--- config.mk ---
export PLATFORM = sky130hd
export DESIGN_NAME = multicycle_ctrl
export DESIGN_NICKNAME = d
export VERILOG_FILES = /design/src/rtl/riscv_ctrl_pkg.sv /design/src/rtl/instrdec.sv /design/src/rtl/multicycle_ctrl.sv
export SDC_FILE = /design/constraint.sdc
export NUM_CORES = 1
export LEC_CHECK = 0
export ABC_AREA = 1
export BUFFER_PORTS_ARGS = -buffer_cell sky130_fd_sc_hd__buf_2
export CAP_MARGIN = 20
export CORE_AREA = 2 2 39 41
export DETAILED_ROUTE_END_ITERATION = 8
export DIE_AREA = 0 0 41 43
export HOLD_SLACK_MARGIN = 0.15
export PLACE_DENSITY = 0.7
export SYNTH_ARGS = -nofsm -noshare
export SYNTH_HDL_FRONTEND = slang
export SYNTH_SLANG_ARGS = --single-unit
--- constraint.sdc ---
create_clock -name clk -period 1.7 [get_ports clk]
set_input_delay 0.255 -clock clk [delete_from_list [all_inputs] [get_ports clk]]
set_output_delay 0.255 -clock clk [all_outputs]
set_load 0.05 [all_outputs]
--- src/rtl/riscv_ctrl_pkg.sv ---
// rtl/riscv_ctrl_pkg.sv - shared state, opcode and datapath-select encodings for the multicycle RV32I control
package riscv_ctrl_pkg;

  // Sequencer state encodings (4-bit state register)
  localparam logic [3:0] S_FETCH    = 4'd0;
  localparam logic [3:0] S_DECODE   = 4'd1;
  localparam logic [3:0] S_MEMADR   = 4'd2;
  localparam logic [3:0] S_MEMREAD  = 4'd3;
  localparam logic [3:0] S_MEMWB    = 4'd4;
  localparam logic [3:0] S_MEMWRITE = 4'd5;
  localparam logic [3:0] S_EXECUTER = 4'd6;
  localparam logic [3:0] S_EXECUTEI = 4'd7;
  localparam logic [3:0] S_ALUWB    = 4'd8;
  localparam logic [3:0] S_BEQ      = 4'd9;
  localparam logic [3:0] S_JAL      = 4'd10;
  localparam logic [3:0] S_HALT     = 4'd11;

  // Opcodes, Instr[6:0]
  localparam logic [6:0] OP_LW  = 7'b0000011;
  localparam logic [6:0] OP_SW  = 7'b0100011;
  localparam logic [6:0] OP_R   = 7'b0110011;
  localparam logic [6:0] OP_I   = 7'b0010011;
  localparam logic [6:0] OP_BEQ = 7'b1100011;
  localparam logic [6:0] OP_JAL = 7'b1101111;

  // ResultSrc
  localparam logic [1:0] RES_ALUOUT    = 2'b00;
  localparam logic [1:0] RES_DATA      = 2'b01;
  localparam logic [1:0] RES_ALURESULT = 2'b10;

  // ALUSrcA
  localparam logic [1:0] SRCA_PC    = 2'b00;
  localparam logic [1:0] SRCA_OLDPC = 2'b01;
  localparam logic [1:0] SRCA_RS1   = 2'b10;

  // ALUSrcB
  localparam logic [1:0] SRCB_RS2  = 2'b00;
  localparam logic [1:0] SRCB_IMM  = 2'b01;
  localparam logic [1:0] SRCB_FOUR = 2'b10;

  // ALUOp, shared with the ALU decoder
  localparam logic [1:0] ALUOP_ADD   = 2'b00;
  localparam logic [1:0] ALUOP_SUB   = 2'b01;
  localparam logic [1:0] ALUOP_FUNCT = 2'b10;

  // ImmSrc
  localparam logic [1:0] IMM_I = 2'b00;
  localparam logic [1:0] IMM_S = 2'b01;
  localparam logic [1:0] IMM_B = 2'b10;
  localparam logic [1:0] IMM_J = 2'b11;

endpackage

--- src/rtl/instrdec.sv ---
// rtl/instrdec.sv - combinational opcode to immediate-format decoder
module instrdec
  import riscv_ctrl_pkg::*;
#(
  parameter int OPW = 7
) (
  input  logic [OPW-1:0] op,
  output logic [1:0]     ImmSrc
);

  // Immediate format follows the opcode directly; unknown opcodes fall back to I-type
  always_comb begin
    ImmSrc = IMM_I;
    case (op)
      OP_SW:   ImmSrc = IMM_S;
      OP_BEQ:  ImmSrc = IMM_B;
      OP_JAL:  ImmSrc = IMM_J;
      default: ImmSrc = IMM_I;
    endcase
  end

endmodule

--- src/rtl/multicycle_ctrl.sv ---
// rtl/multicycle_ctrl.sv - multicycle RV32I main sequencer; MULTICYCLE_CTRL_ILLEGAL_TRAP_EN adds HALT state and Illegal flag
module multicycle_ctrl
  import riscv_ctrl_pkg::*;
#(
  parameter logic [3:0] RESET_STATE = S_FETCH,
  parameter int         OPW         = 7
) (
  input  logic           clk,
  input  logic           reset,
  input  logic [OPW-1:0] op,
  input  logic           Zero,
  input  logic           MemReady,
  output logic           PCWrite,
  output logic           AdrSrc,
  output logic           MemWrite,
  output logic           IRWrite,
  output logic [1:0]     ResultSrc,
  output logic [1:0]     ALUSrcA,
  output logic [1:0]     ALUSrcB,
  output logic [1:0]     ALUOp,
  output logic [1:0]     ImmSrc,
  output logic           RegWrite
`ifdef MULTICYCLE_CTRL_ILLEGAL_TRAP_EN
  ,
  output logic           Illegal
`endif
);

  logic [3:0] state_q, state_d;
  logic       pc_update, branch, ir_write, mem_write, reg_write;

  // State register; reset abandons whatever instruction is in flight
  always_ff @(posedge clk) begin
    if (reset) state_q <= RESET_STATE;
    else       state_q <= state_d;
  end

  // Next-state logic; fetch and memory states stall until MemReady
  always_comb begin
    state_d = S_FETCH;
    case (state_q)
      S_FETCH:    state_d = MemReady ? S_DECODE : S_FETCH;
      S_DECODE: begin
        case (op)
          OP_LW, OP_SW: state_d = S_MEMADR;
          OP_R:         state_d = S_EXECUTER;
          OP_I:         state_d = S_EXECUTEI;
          OP_BEQ:       state_d = S_BEQ;
          OP_JAL:       state_d = S_JAL;
`ifdef MULTICYCLE_CTRL_ILLEGAL_TRAP_EN
          default:      state_d = S_HALT;
`else
          default:      state_d = S_FETCH;
`endif
        endcase
      end
      S_MEMADR:   state_d = (op == OP_LW) ? S_MEMREAD : S_MEMWRITE;
      S_MEMREAD:  state_d = MemReady ? S_MEMWB : S_MEMREAD;
      S_MEMWB:    state_d = S_FETCH;
      S_MEMWRITE: state_d = MemReady ? S_FETCH : S_MEMWRITE;
      S_EXECUTER: state_d = S_ALUWB;
      S_EXECUTEI: state_d = S_ALUWB;
      S_ALUWB:    state_d = S_FETCH;
      S_BEQ:      state_d = S_FETCH;
      S_JAL:      state_d = S_ALUWB;
`ifdef MULTICYCLE_CTRL_ILLEGAL_TRAP_EN
      S_HALT:     state_d = S_HALT;
`endif
      default:    state_d = S_FETCH;
    endcase
  end

  // Per-state datapath controls; anything not named for a state stays 0
  always_comb begin
    AdrSrc    = 1'b0;
    ResultSrc = RES_ALUOUT;
    ALUSrcA   = SRCA_PC;
    ALUSrcB   = SRCB_RS2;
    ALUOp     = ALUOP_ADD;
    pc_update = 1'b0;
    branch    = 1'b0;
    ir_write  = 1'b0;
    mem_write = 1'b0;
    reg_write = 1'b0;
    case (state_q)
      S_FETCH: begin
        ALUSrcB   = SRCB_FOUR;
        ResultSrc = RES_ALURESULT;
        ir_write  = MemReady;
        pc_update = MemReady;
      end
      S_DECODE: begin
        ALUSrcA = SRCA_OLDPC;
        ALUSrcB = SRCB_IMM;
      end
      S_MEMADR: begin
        ALUSrcA = SRCA_RS1;
        ALUSrcB = SRCB_IMM;
      end
      S_MEMREAD: AdrSrc = 1'b1;
      S_MEMWB: begin
        ResultSrc = RES_DATA;
        reg_write = 1'b1;
      end
      S_MEMWRITE: begin
        AdrSrc    = 1'b1;
        mem_write = 1'b1;
      end
      S_EXECUTER: begin
        ALUSrcA = SRCA_RS1;
        ALUOp   = ALUOP_FUNCT;
      end
      S_EXECUTEI: begin
        ALUSrcA = SRCA_RS1;
        ALUSrcB = SRCB_IMM;
        ALUOp   = ALUOP_FUNCT;
      end
      S_ALUWB: reg_write = 1'b1;
      S_BEQ: begin
        ALUSrcA = SRCA_RS1;
        ALUOp   = ALUOP_SUB;
        branch  = 1'b1;
      end
      S_JAL: begin
        ALUSrcA   = SRCA_OLDPC;
        ALUSrcB   = SRCB_FOUR;
        pc_update = 1'b1;
      end
      default: ;
    endcase
  end

  // Architectural write enables are suppressed while reset is held
  assign PCWrite  = ~reset & (pc_update | (branch & Zero));
  assign IRWrite  = ~reset & ir_write;
  assign MemWrite = ~reset & mem_write;
  assign RegWrite = ~reset & reg_write;

  instrdec #(.OPW(OPW)) u_instrdec (
    .op     (op),
    .ImmSrc (ImmSrc)
  );

`ifdef MULTICYCLE_CTRL_ILLEGAL_TRAP_EN
  logic illegal_q;

  // Sticky flag raised on the edge that enters HALT, cleared only by reset
  always_ff @(posedge clk) begin
    if (reset)                 illegal_q <= 1'b0;
    else if (state_d == S_HALT) illegal_q <= 1'b1;
  end

  assign Illegal = illegal_q;
`endif

endmodule

Word-level counts from Yosys, hierarchy flattened
Cells that the tools add are included.
Storage, ports and cells
  output and inout port bits: 15
  logic and storage cells: 51
  register bits: 4
Operators by class
  reduce and logical (&&, ||, !) cells: 10
  equality and inequality tests: 16
  bitwise gates (word level): 7
  multiplexer cells: 17
Operators by type and width (count)
  $pmux W4 S6: 1
  $pmux W4 S5: 1
  $eq A4 B3 Y1 const B: 4
  $pmux W2 S2: 4
  $eq A7 B6 Y1 const B: 2
  $eq A7 B7 Y1 const B: 2
  $eq A4 B4 Y1 const B: 3
  $reduce_or A2 Y1: 6
  $mux W3: 3
  $eq A4 B2 Y1 const B: 2
  $eq A7 B2 Y1 const B: 1
  $eq A7 B5 Y1 const B: 1
  $mux W1: 6
  $pmux W2 S3: 1
  $reduce_or A3 Y1: 2
  $and A1 B1 Y1: 5
  $eq A4 B1 Y1 const B: 1
  $logic_not A4 Y1: 1
  $reduce_or A4 Y1: 1
  $pmux W1 S2: 1
  $not A1 Y1: 1
  $or A1 B1 Y1: 1

Longest topological paths before layout
Gate-level depths: netlist of the first run.
  depth after elaboration: 5
  mapped depth: 9
  depth with buffers taken out: 8

Cells and area by module
From an unflattened synthesis of the first run, not the netlist that was laid out.
Second synthesis, totals
  cell total of the unflattened synthesis: 108
  area total of the unflattened synthesis: 514.2 µm²
Modules (own cells, without submodules)
  multicycle_ctrl: area each 445.4 µm², cells each 91, instances 1
  instrdec: area each 68.8 µm², cells each 17, instances 1

Worst setup path before layout of the first run
Ideal clock, no wire load.
  path kind: flip-flop to output port
  start point: reg state_q[1]
  end point: out RegWrite
  stages on the path, launching flop included: 5
  arrival: 1.778 ns
  required time: 1.445 ns
  setup slack: -0.333 ns
  cells stage by stage: dfxtp_1 buf_6 nor2_1 inv_1 a211oi_1
On the way
  word-level cells in the longest chain between the ends: 4
  elaborated cells between the ends (all ways): 5
  those cells by class: eq/ne: 2; mux: 1; bitwise: 1; reduce/logical: 1
Ends and longest elaborated chain
  start, declared: RTL line multicycle_ctrl.sv:29  | logic [3:0] state_q, state_d;
  start signal, assigned: RTL line multicycle_ctrl.sv:35  | else state_q <= state_d;
  $eq A4 B4 Y1 / $eq A4 B3 Y1 (equally long branches): RTL line multicycle_ctrl.sv:85  | case (state_q)
  $reduce_or A2 Y1 (no source line) (*)
  $mux W1 (*): RTL line multicycle_ctrl.sv:85
  $and A1 B1 Y1 (*): RTL line multicycle_ctrl.sv:137  | assign RegWrite = ~reset & reg_write;
  end, declared: RTL line multicycle_ctrl.sv:22  | output logic RegWrite
Every way passes the cells marked *; elsewhere a longest branch is shown, timed or not.

Worst setup path after layout of the first run
  start point: reg state_q[2]
  end point: out IRWrite
On the way
  word-level cells in the longest chain between the ends: 3
Ends and longest elaborated chain
  $logic_not A4 Y1: RTL line multicycle_ctrl.sv:85
  $mux W1: RTL line multicycle_ctrl.sv:85
  $and A1 B1 Y1: RTL line multicycle_ctrl.sv:135  | assign IRWrite = ~reset & ir_write;
  end, declared: RTL line multicycle_ctrl.sv:16  | output logic IRWrite,
Every way passes these cells.

==> results.toml, run 1 <==
[status]
status = "finished, final reports clean"

[synth]
synth_most_common_cell = "nand2_1"
synthMuxAreaShare_pct = 0
synth_flop_cell = "dfxtp_1"
synthTopCellsByCount = "nand2_1 (24), inv_1 (16), nor2_1 (14)"
yosys.area.top_type = "nand2_1"
synthTopCellsByArea = "nand2_1 (17%), dfxtp_1 (15%), inv_1 (12%)"
synth_top_area_share_pct = 17.4
synthCells = 96
synth_cell_types = 19
async_flop_share_pct = 0
ys_ff_latch = 4
yosys_warnings = 0
synth-simple-area-share_pct = 52.8
seq_area_frac_synth_pct = 15.5
synth_top_family_by_area = "simple AND/OR/NAND/NOR gates"
synth_edf_count = 0
synth.avg_cell_area_um2 = 5.38
syn_area_um2 = 517
synth_fp_nets = 107
synthAdderAreaFrac_pct = 0
synth_compound_area_share_pct = 14.3
synthXorXnorAreaFrac_pct = 0

[routing]
via_per_inst = 4.72
routedWlPerCell_um = 9.19
wl_um = 1270
ant_nets = 0
num_vias = 652
dr.pass1.iters = 4
drc = 0
drt_iter0_markers = 10

[hold_path]
min_to = "state_q[0]"
hold_path_class = "input pin to register"
holdCritStartpoint = "reset"
hold_depth = 2

[layout]
finish.instance_area_um2 = 711
fin_cells = 138
diodes = 0
top_regs = "state_q (4)"
drive_gt1_share_pct = 41.0
largest_reg_flops = 4
largest-register = "state_q"
n_fill_cell = 153
area_growth_syn_to_layout_pct = 37.5
nNetsFinal = 135

[clock_network]
cts_tree = "yes"
clk_pin_slew_worst_paths_ns = 0.04
cts_sinks = 4
clk_latency_ns = 0.25
cts_root_buffer = "clkbuf_4"
cts_inserted_buffers = 3
htreeDepth = 1
clk_path_buf_depth = 2

[critical_path]
critPathLaunchType = "register"
critPathMaxFanout = 7
cp_cell_sequence = "nor2_4, nand3_1, nor2_1, buf_2"
slowest_stage = "dfxtp_1"
cp.arrival_ns = 1.36
rr_startpoint = "state_q[2]"
reg2reg_depth = 8
reg2reg_slack_ns = 0.63
r2r_end = "state_q[2]"
criticalPathCategory = "register to output pin"
end_kind = "output pin"
max_stage_delay_ns = 0.35
cp.required_ns = 1.44

[timing]
holdWs_ns = 0.319
finalHoldViolCount = 0
setup-violations-final = 0
skew_ns = 0.00737
period_share_pct = 95.1
rsz0062_at_grt = "no"
final_max_slew_viol_count = 0
worst_pin_slew_ns = 0.251
tns_ns = 0
max_slew_margin_pct = 83.4
fmax_ghz = 0.618
setup_slack_ns = 0.0829
post-route-min-period_ns = 1.62

[placed_design]
place_congestion = 0.733
port_buffers = 25
dp.cells = 135
placed_area_um2 = 666
dpl.hpwl_um = 1070
pre_cts_slack_ns = 0.219

[power]
power_frac_seq_pct = 29.6
internal_power_uw = 207
clkPwrFrac_pct = 38.2
p_leak_uw = 0.000409
power.switching_uw = 124
p_sw_share_pct = 37.6
vdd_ir_drop_max_mv = 0.213
p_per_area_nw_per_um2 = 466
pwr-share-comb_pct = 32.2

[floorplan]
initial_utilization_pct = 37.3
ios = 26
rows = 14
fp.coreArea_um2 = 1380
dieArea_um2 = 1760
die_h_um = 43
fp.dieW_um = 41

[global_routing]
grt_pass1_vias = 505
grt_remaining_overflow = 0
grt_pass1_wl_um = 1940
grt_start_max_net_pins = 9
grt_usage_pct = 16.3
grt_antenna_before_repair = 0

[run]
cap_viol_max_count = 0
placed cells by master, fill, tap and decap left out, types with 5 or more instances in the layout:
master / netlist / routed
a21oi_1: 5 / 5
buf_2: 0 / 21
clkbuf_4: 0 / 6
inv_1: 16 / 16
nand2_1: 24 / 24
nand3_1: 7 / 6
nor2_1: 14 / 14
area by class of cell:
cell class	count	area, µm²	share of cell area (%)
inverter	20	75.1	10.6
clock buffer	3	22.5	3.17
timing repair buffer	25	139	19.5
tap	16	20.0	2.82
sequential	4	83.8	11.8
multi-input combinational	70	370	52.1
critical path: cells and delay by family, from the launching register on:
family | cells | cell delay [ns]
AND/OR/NAND/NOR | 3 | 0.51
flip-flops | 1 | 0.35
buffers and inverters | 1 | 0.27
cell families (layout without fill, tap and decap cells):
family,Yosys count,in the layout
simple gates,58,58
buf+inv,22,48
flops,4,4
compound gates,12,12
how the worst max path moves through the flow:
stage	depth (start not counted)	endpoint	startpoint	slack, ns
6_report	4	IRWrite	state_q[2]	0.08
5_1_grt	7	PCWrite	state_q[0]	0.01
4_1_cts	5	PCWrite	state_q[3]	0.02
3_5_place_dp	5	PCWrite	state_q[3]	0.22
3_3_place_gp	5	PCWrite	state_q[3]	0.23
2_1_floorplan	6	PCWrite	state_q[1]	0.05
what timing repair did:
item / CTS / global route
endpoints found under the setup margin: 1 / 6
pin swaps: 0 / 0
hold buffers: 0 / 0
setup buffers: 0 / 0
resized for setup: 1 / 8
through the flow:
stage / total power, µW / util [%]
finish: 331 / 51.4
floorplan: 174 / -
CTS: 329 / 49.9
detailed placement: 203 / 48.1
global placement: 201 / 48.1
global route: 344 / 51.4
routing by layer:
layer / GRT usage [%] / wire [µm]
met1: 16.5 / 515
met2: 27.8 / 647
met3: 3.66 / 91
met4: 10.0 / 13
met5: 0 / 0
power groups by stage:
stage / clock network, µW / logic (µW) / registers, µW
2_1_floorplan: 0 / 75.3 / 98.8
3_3_place_gp: 0 / 102 / 99.2
3_5_place_dp: 0 / 104 / 99.2
4_1_cts: 127 / 105 / 97.7
5_1_grt: 129 / 117 / 98.3
6_report: 126 / 107 / 98.0
Note: power is estimated with default switching activity, not from simulation.
==> run 2, diff against run 1 <==
==> constraint.sdc (replaced) <==
create_clock -name clk -period 1.7 [get_ports clk]
set_input_delay 0.34 -clock clk [delete_from_list [all_inputs] [get_ports clk]]
set_output_delay 0.34 -clock clk [all_outputs]
set_load 0.05 [all_outputs]
==> run 2 against run 1 <==
Sequential power fell by 0.4%. First-iteration DRC count shrank 50%. Critical path depth rose by 3. Global-route usage up 0.068 points. Routed wire length is 2.1% higher. Non-clock buffer count up 1. Sequential share of layout area down 0.090 points. Clock power shrank 8%. Maximum frequency decreased by 2.9%. Largest cell class unchanged. Register-to-register slack is essentially flat.
==> results.toml, run 2 (synthesis results as in run 1) <==
[floorplan]
rows = 14
fp.dieW_um = 41
die_h_um = 43
fp.coreArea_um2 = 1380
ios = 26
dieArea_um2 = 1760
initial_utilization_pct = 37.3

[critical_path]
critPathMaxFanout = 5
cp.required_ns = 1.36
cp.arrival_ns = 1.33
end_kind = "output pin"
critPathLaunchType = "register"
criticalPathCategory = "register to output pin"

[layout]
nNetsFinal = 136
finish.instance_area_um2 = 748
diodes = 0
area_growth_syn_to_layout_pct = 44.8
final_util_pct = 54.1
top_regs = "state_q (4)"
drive_gt1_share_pct = 45.5
final_cell_mix = "nand2_1 (24), buf_2 (19), inv_1 (15)"
largest_reg_flops = 4
largest-register = "state_q"
final_common_cell = "nand2_1"

[timing]
skew_ns = 0.00104
worst_pin_slew_ns = 0.251
max_slew_margin_pct = 83.4
period_share_pct = 98.0
final_max_slew_viol_count = 0
rsz0062_at_grt = "yes"
setup_slack_ns = 0.0339
finalHoldViolCount = 0
setup-violations-final = 0
post-route-min-period_ns = 1.67
fmax_ghz = 0.600
tns_ns = 0

[clock_network]
cts_tree = "yes"
clk_pin_slew_worst_paths_ns = 0.03
cts_inserted_buffers = 3
htreeDepth = 1
cts_root_buffer = "clkbuf_4"
cts_sinks = 4
hold_buffers = 0
clk_latency_ns = 0.23
clk_path_buf_depth = 2

[placed_design]
dpl.hpwl_um = 1080
port_buffers = 25
place_congestion = 0.729
placed_area_um2 = 669
pre_cts_slack_ns = 0.0989

[status]
status = "finished, final reports clean"

[run]
cap_viol_max_count = 0

[global_routing]
grt_pass1_vias = 564
grt_usage_pct = 16.3
grt_pass1_wl_um = 2060
grt_remaining_overflow = 0
grt_start_max_net_pins = 9
grt_antenna_before_repair = 0

[routing]
drt_iter0_markers = 5
routedWlPerCell_um = 9.32
via_per_inst = 4.63
wl_um = 1300
dr.pass1.iters = 3
ant_nets = 0
drc = 0
num_vias = 643

[power]
p_per_area_nw_per_um2 = 435
vdd_ir_drop_max_mv = 0.270
p_leak_uw = 0.000418

[hold_path]
hold_path_class = "input pin to register"
==> run 2: metrics by stage <==
stage | power [µW] | hold slack [ns] | cells
4_1_cts | 323 | 0.418 | 138
3_3_place_gp | 201 | 0.659 | 135
6_report | 326 | 0.410 | 139
5_1_grt | 344 | 0.425 | 139
2_1_floorplan | 174 | 0.582 | 96
3_5_place_dp | 203 | 0.662 | 135
==> run 2: final cells by class <==
type,instances,area [µm²]
clock buffer,3,22.5
fill,149,636
inverter,20,80.1
multi-input combinational,70,387
sequential,4,87.6
tap,16,20.0
timing repair buffer,26,151
==> run 2: power breakdown <==
part           switching (µW)  leakage (µW)  internal [µW]
combinational            77.2      0.000370           34.9
sequential               2.62     0.0000346           94.9
clock                    37.2     0.0000138           78.9
==> run 2: final timing paths <==
kind	startpoint	endpoint	slack [ns]	cells after the start
setup / recovery	state_q[0]	PCWrite	0.03	7
hold / removal	reset	state_q[0]	0.41	2
setup reg to reg	state_q[3]	state_q[2]	0.63	7
hold reg to reg	state_q[0]	state_q[3]	0.67	3
==> run 2: repair_timing <==
| item | CTS | global route |
|---|---|---|
| setup buffers | 0 | 1 |
| cloned | 0 | 0 |
| pin swaps | 0 | 2 |
| endpoints found under the setup margin | 5 | 8 |
| resized for setup | 8 | 12 |
==> run 2: layer usage <==
| metal | global-route usage, % | wire [µm] |
|---|---|---|
| met1 | 17.0 | 514 |
| met2 | 31.6 | 681 |
| met3 | 0 | 82 |
| met4 | 6.00 | 17 |
| met5 | 0 | 0 |
==> run 2: worst max-delay path: stages (launching register included) <==
cell     delay [ns]
dfxtp_2        0.36
inv_4          0.06
nor2_4         0.15
inv_2          0.06
nor2_4         0.10
nand2_2        0.07
a31oi_4        0.12
buf_6          0.17
